===== src/rtl/mem_arbiter.sv =====
// Arbitrates a single-ported, fixed-latency unified memory between the fetch
// and memory stages. Ties are broken round-robin, and one access is in flight at a time.
module mem_arbiter #(
   parameter int unsigned ADDR_W  = 16,
   parameter int unsigned DATA_W  = 16,
   parameter int unsigned MEM_LAT = 2
) (
   input  logic              clk,
   input  logic              rst,
   input  logic              i_req,
   input  logic [ADDR_W-1:0] i_addr,
   output logic              i_rdy,
   output logic [DATA_W-1:0] i_data,
   input  logic              d_req,
   input  logic              d_we,
   input  logic [ADDR_W-1:0] d_addr,
   input  logic [DATA_W-1:0] d_wdata,
   output logic              d_rdy,
   output logic [DATA_W-1:0] d_rdata,
   output logic              mem_en,
   output logic              mem_we,
   output logic [ADDR_W-1:0] mem_addr,
   output logic [DATA_W-1:0] mem_wdata,
   input  logic [DATA_W-1:0] mem_rdata,
   output logic              stall_if,
   output logic              stall_mem
);

   localparam logic [3:0] LatCnt = 4'(MEM_LAT);

   typedef enum logic [1:0] {StIdle, StBusyI, StBusyD} state_t;

   state_t     state;
   logic [3:0] cnt;
   logic       last_grant;
   logic       lat_we;
   logic       i_elig;
   logic       d_elig;
   logic       grant_d;
   logic       grant_i;

   // A port in its rdy cycle has just been served and sits out this arbitration.
   assign i_elig  = i_req & ~i_rdy;
   assign d_elig  = d_req & ~d_rdy;
   assign grant_d = d_elig & (~i_elig | ~last_grant);
   assign grant_i = i_elig & ~grant_d;

   assign mem_we    = mem_en & lat_we;
   assign stall_if  = i_req & ~i_rdy;
   assign stall_mem = d_req & ~d_rdy;

   always_ff @(posedge clk) begin
      if (rst) begin
         state      <= StIdle;
         cnt        <= '0;
         last_grant <= 1'b0;
         lat_we     <= 1'b0;
         i_rdy      <= 1'b0;
         d_rdy      <= 1'b0;
         i_data     <= '0;
         d_rdata    <= '0;
         mem_en     <= 1'b0;
         mem_addr   <= '0;
         mem_wdata  <= '0;
      end else begin
         i_rdy  <= 1'b0;
         d_rdy  <= 1'b0;
         mem_en <= 1'b0;
         unique case (state)
            StIdle: begin
               if (grant_d) begin
                  state      <= StBusyD;
                  cnt        <= LatCnt;
                  last_grant <= 1'b1;
                  mem_en     <= 1'b1;
                  lat_we     <= d_we;
                  mem_addr   <= d_addr;
                  mem_wdata  <= d_wdata;
               end else if (grant_i) begin
                  state      <= StBusyI;
                  cnt        <= LatCnt;
                  last_grant <= 1'b0;
                  mem_en     <= 1'b1;
                  lat_we     <= 1'b0;
                  mem_addr   <= i_addr;
               end
            end
            StBusyI, StBusyD: begin
               cnt <= cnt - 4'd1;
               if (cnt == 4'd1) begin
                  state <= StIdle;
                  if (state == StBusyI) begin
                     i_data <= mem_rdata;
                     i_rdy  <= 1'b1;
                  end else begin
                     if (!lat_we) d_rdata <= mem_rdata;
                     d_rdy <= 1'b1;
                  end
               end
            end
            default: state <= StIdle;
         endcase
      end
   end

endmodule


===== config.mk =====
export PLATFORM = sky130hd
export DESIGN_NAME = mem_arbiter
export DESIGN_NICKNAME = d
export VERILOG_FILES = /design/src/rtl/mem_arbiter.sv
export SDC_FILE = /design/constraint.sdc
export NUM_CORES = 1
export LEC_CHECK = 0
export ABC_AREA = 1
export CAP_MARGIN = 20
export CORE_MARGIN = 5
export CORE_UTILIZATION = 25
export CTS_CLUSTER_DIAMETER = 120
export DETAILED_ROUTE_END_ITERATION = 16
export GPL_ROUTABILITY_DRIVEN = 0
export PLACE_DENSITY = 0.59
export SKIP_CTS_REPAIR_TIMING = 1
export SKIP_LAST_GASP = 1
export SYNTH_ARGS = -nofsm -noshare
export SYNTH_HDL_FRONTEND = slang
export SYNTH_SLANG_ARGS = --single-unit

===== constraint.sdc =====
create_clock -name clk -period 1.45 [get_ports clk]
set_input_delay 0.29 -clock clk [delete_from_list [all_inputs] [get_ports clk]]
set_output_delay 0.29 -clock clk [all_outputs]
set_load 0.05 [all_outputs]

==> results.cfg, run 1 <==
[clocking]
clk_pin_slew_ps = 60
htreeDepth = 3
cts.sinks = 75
cts_buffers = 9
clockBufferDepth = 2
cts_tree = done
cts_root_buf = clkbuf_16
clk_latency_ps = 320

[setup_path]
arrival_ps = 1670
critPathKind = reg2reg
cp_max_fo = 8
start_kind = register
cp.required_ps = 1670
end_kind = register

[cells_and_area]
ff_latch_area_um2 = 1506
syn_to_final_growth_pct = 90.57
final_cell_count_no_fill = 771
multi_input_area_um2 = 1501
fin_nets = 668
num_antenna_cells = 0
fill_cells = 1178
drive_above_1_share_pct = 26.71

[drt]
wl_per_cell_um = 13.09
dr.pass1.iters = 4
drt_iter0_markers = 141
avgViaCountPerCell = 4.263
wl_um = 10090
antenna_left = 0
vias = 3287
post-route-drc-count = 0

[sta]
rsz0062_at_grt = yes
fin_crit_ps = 1448
worst_pin_slew_ps = 281.1
fin_ws_ps = 2.031
maxSlewHeadroom_pct = 81.26
hold_viol = 0
timing.final.crit_share_pct = 99.86
drv_slew = 0
fin_skew_ps = 4.987
setup_viol = 0
fmax_mhz = 690.6

[die]
die_x_um = 123.1
die_y_um = 123.1
pin_count = 139
fp.coreArea_um2 = 12570
die_area_um2 = 15160
start_util_pct = 25.46
row_count = 41

[outcome]
status = finished, final reports clean

[logic_synthesis]
synth.avg_cell_area_um2 = 7.355
ys_top_cells_by_area = dfxtp_1, nor2_1, nand2_1
ys_ff_latch = 75
synth.largest_area_cell = dfxtp_1
ys_warn_count = 0
synth.top_cell.area_share_pct = 46.93
synth_fp_nets = 509
ys_seq_area_share_pct = 46.93
syn_inst = 435
synth_area_um2 = 3199
synth_cell_types = 26

[hold_path]
hold_path_class = reg2reg

[place]
numPlacedInstances = 738
dp_hpwl_um = 7511
portBuffers = 138
post-place-ws_ps = -212.6

[global_routing]
antenna_found_initial = 0
overflow = 0
grt_max_degree = 35
track_usage_pct = 12.68
grt_pass1_vias = 3193
grt_pass1_wl_um = 15440

[power]
vdd_drop_max_mv = 0.6757
leakagePower_nw = 2.573
powerDensity_nw_per_um2 = 1349

[run]
cap_violations = 0
[critical path: stages, from the launching register on]
cell and delay (ps):
dfxtp_2 340, inv_2 50, ha_4 280, inv_4 40
nor3_4 190, buf_6 150, nand2_4 80, o21ai_0 160
nor2_1 50
[routing by layer]
layer	vias to the layer above	track usage [%]	part of all wire (%)
li1	1708	-	-
met1	1463	16.43	46
met2	107	20.59	46
met3	9	4.071	8.2
met4	0	2.976	0.77
met5	-	0	0
[placed cells by master (no fill, tap or decap), types with 2 or more instances in the layout]
| master | netlist | layout |
|---|---|---|
| nor2_1 | 117 | 115 |
| buf_12 | 0 | 75 |
| dfxtp_1 | 75 | 71 |
| clkdlybuf4s50_1 | 0 | 66 |
| nand2_1 | 55 | 54 |
| nand3_1 | 40 | 39 |
| inv_1 | 29 | 25 |
| o21ai_0 | 33 | 23 |
| buf_4 | 5 | 21 |
| a21oi_1 | 21 | 20 |
| o21ai_1 | 15 | 19 |
| clkbuf_16 | 0 | 9 |
| o21ai_2 | 1 | 7 |
| inv_2 | 4 | 6 |
| nand2_4 | 3 | 5 |
| inv_4 | 3 | 4 |
| nand3_2 | 3 | 4 |
| dfxtp_2 | 0 | 4 |
| a21oi_2 | 2 | 3 |
| ha_1 | 5 | 3 |
| buf_6 | 5 | 3 |
| nand2_2 | 2 | 2 |
| nor2_2 | 0 | 2 |
| clkinv_2 | 0 | 2 |
| bufinv_16 | 0 | 2 |
| dlymetal6s2s_1 | 0 | 2 |
[final timing paths]
kind / start / end / slack, ps / cells past startpoint
max: state[0] / d_rdata[13] / 2 / 8
min: last_grant / last_grant / 480 / 2
max reg2reg: state[0] / d_rdata[13] / 2 / 8
min reg2reg: last_grant / last_grant / 480 / 2
[per-stage QoR]
stage | setup TNS, ps | hold slack (ps) | total power [mW] | util (%) | instance area [um^2]
2_1_floorplan | 0 | 424.9 | 4.213 | - | 3214
3_3_place_gp | -6369 | 469.2 | 5.637 | 44.10 | 5543
3_5_place_dp | -7468 | 466.0 | 5.681 | 44.10 | 5543
4_1_cts | -919.7 | 475.6 | 8.136 | 46.70 | 5869
5_1_grt | -871.3 | 509.2 | 8.665 | 48.51 | 6097
6_report | 0 | 478.8 | 8.226 | 48.51 | 6097
[sequential cells by signal (all words and copies together) (netlist names), 2 cells and up]
signal / count
d_rdata: 16
mem_wdata: 16
state: 2
mem_addr: 16
i_data: 16
cnt: 4
[layout make-up]
cell class,count,share of cell area [%]
Clock inverter,6,1.436
Timing Repair Buffer,167,39.01
Multi-Input combinational cell,304,24.63
Tap cell,172,3.530
Timing Repair inverter,1,0.1847
Clock buffer,10,3.920
Inverter,36,2.586
Sequential cell,75,24.71
[cells by family after synthesis]
kind of cell               Yosys count  share of synthesized area [%]
and+or+nand+nor                    224                          30.04
DFF                                 75                          46.93
AOI/OAI and AO/OA                   73                          12.12
buffers and inverters               58                          8.956
adders and majority gates            5                          1.955
[cell usage after synthesis (all sizes together)]
master / instances
buf: 16
inv: 36
dfxtp: 75
nor2: 118
nand2: 60
nor3: 2
a21oi: 24
ha: 5
o21ai: 49
nand3: 43
clkbuf: 6
nand4: 1
[report_power, final]
group          switching (mW)  total (mW)  internal [mW]
logic                    1.73        3.24           1.51
clock network           0.852        2.41           1.56
registers               0.255        2.58           2.32
Power figures use the tool's default switching activity.
==> inputs of run 2 (changes only) <==
- CORE_UTILIZATION: 25 -> 40
- DONT_BUFFER_PORTS: unset -> 1
- PLACE_DENSITY: 0.59 -> 0.61
==> run 2 against run 1 <==
  * Total power shrank 26%
  * Critical endpoint is now d_rdata[15]
  * Final cell count shrank 27%
  * Via count fell by 15%
  * Global-route usage is 2.6 points higher
  * Core utilization grew 0.10 points
  * Hold slack got worse by 460 ps
  * Sequential power is 21% higher
  * Die area shrank 35%
  * Critical path depth unchanged
  * Clock-buffer cell count unchanged
  * Register-to-register slack got worse by 90 ps
  * Largest power group is now registers
  * The flow now finishes with violations (setup timing)
==> results.cfg, run 2 (synthesis gave the netlist of run 1 again) <==
[die]
pin_count = 139
fp.coreArea_um2 = 7767
die_x_um = 99.44
row_count = 32
start_util_pct = 41.19
die_area_um2 = 9887
die_y_um = 99.44

[setup_path]
cp.required_ps = 1680
cp_max_fo = 8
arrival_ps = 1760
end_kind = register
start_kind = register
critPathKind = reg2reg
timing.rr.start = state[0]
cp-startpoint = state[0]

[clocking]
cts_root_buf = clkbuf_8
cts_tree = done
htreeDepth = 3
clockBufferDepth = 2
clk_latency_ps = 330
cts.sinks = 75
cts_buffers = 9
clk_pin_slew_ps = 70

[power]
pwr-share-clk_pct = 23.1
comb_power_share_pct = 25.3
leakagePower_nw = 1.603
powerDensity_nw_per_um2 = 1608
power_switching_mw = 2.535
vdd_drop_max_mv = 0.7622
p_int_mw = 3.537
pwr-share-seq_pct = 51.6
swShare_pct = 41.75

[cells_and_area]
multi_input_area_um2 = 1519
finalCoreUtilization_pct = 48.61
syn_to_final_growth_pct = 18.03
fin_nets = 528
fill_cells = 760
num_antenna_cells = 0
fin_area_um2 = 3776
drive_above_1_share_pct = 17.90
ff_latch_area_um2 = 1509
final_cell_mix = nor2_1, dfxtp_1, nand2_1, nand3_1, inv_1
final_common_cell = nor2_1

[drt]
vias = 2785
wl_met3_um = 880
wl_um = 8128
post-route-drc-count = 0
drt_iter0_markers = 105
wl_per_cell_um = 14.51
wl_met2_um = 3752
dr.pass1.iters = 4
top_layer = met4
drt-met1-wl_um = 3400
antenna_left = 0
avgViaCountPerCell = 4.973

[global_routing]
track_usage_pct = 15.31
grt_pass1_vias = 2599
grt_max_degree = 35
grt_pass1_wl_um = 12560
overflow = 0
antenna_found_initial = 0

[run]
cap_violations = 0

[hold_path]
hp-start = rst
hold_path_class = in2reg

[outcome]
failed_checks = setup timing
status = finished with violations

[sta]
fin_crit_ps = 1535
maxSlewHeadroom_pct = 63.33
fin_skew_ps = 10.56
whs_ps = 15.52
hold_viol = 0
setup_viol = 17
fin_ws_ps = -85.06
worst_pin_slew_ps = 549.3
fmax_mhz = 651.4
timing.final.crit_share_pct = 105.9
rsz0062_at_grt = yes
drv_slew = 0

[place]
portBuffers = 0
placed_cell_area_um2 = 3398
dp_hpwl_um = 5745
## run 2: path summary, 6_finish.rpt
kind                                     to  slack, ps  cells past startpoint
worst max-delay path            d_rdata[15]        -90                      8
worst min-delay path               state[0]         20                      1
worst max register to register  d_rdata[15]        -90                      8
worst min register to register   last_grant        480                      2
## run 2: power by group through the flow
| stage | clock network, mW | logic [mW] | registers (mW) |
|---|---|---|---|
| finish | 1.40 | 1.54 | 3.13 |
| global route | 1.55 | 1.73 | 3.17 |
| CTS | 1.45 | 1.35 | 3.13 |
| detailed placement | 0 | 1.35 | 3.18 |
| global placement | 0 | 1.32 | 3.18 |
| floorplan | 0 | 1.01 | 3.20 |
## run 2: area by class of cell
| class | count | area share [%] |
|---|---|---|
| clock buffers | 10 | 3.380 |
| clock inverters | 5 | 1.027 |
| inverters | 36 | 4.307 |
| multi-input cells | 304 | 40.23 |
| flip-flops and latches | 75 | 39.96 |
| well taps | 102 | 3.380 |
| repair buffers | 28 | 7.720 |
## run 2: per-stage QoR
stage / total power, mW / instances / TNS (ps) / setup slack [ps]
6_report: 6.072 / 560 / -614.8 / -85.06
4_1_cts: 5.931 / 550 / -716.1 / -175.2
3_3_place_gp: 4.493 / 535 / 0 / 37.64
3_5_place_dp: 4.524 / 535 / -399.7 / -49.62
2_1_floorplan: 4.213 / 435 / 0 / 26.33
5_1_grt: 6.447 / 560 / -1707 / -158.2
## run 2: per-layer routing
layer | GRT usage [%] | up-vias
met5 | 0 | -
met4 | 3.887 | 0
met3 | 6.381 | 10
met2 | 25.00 | 122
met1 | 18.70 | 1225
li1 | - | 1428
## run 2: worst max-delay path, cell delays in order, from the launching register on
cell     delay, ps
dfxtp_4        380
inv_4           40
ha_4           260
inv_4           40
nor3_4         280
buf_6          170
nand2_8         80
o21ai_2        130
nor2_1          60
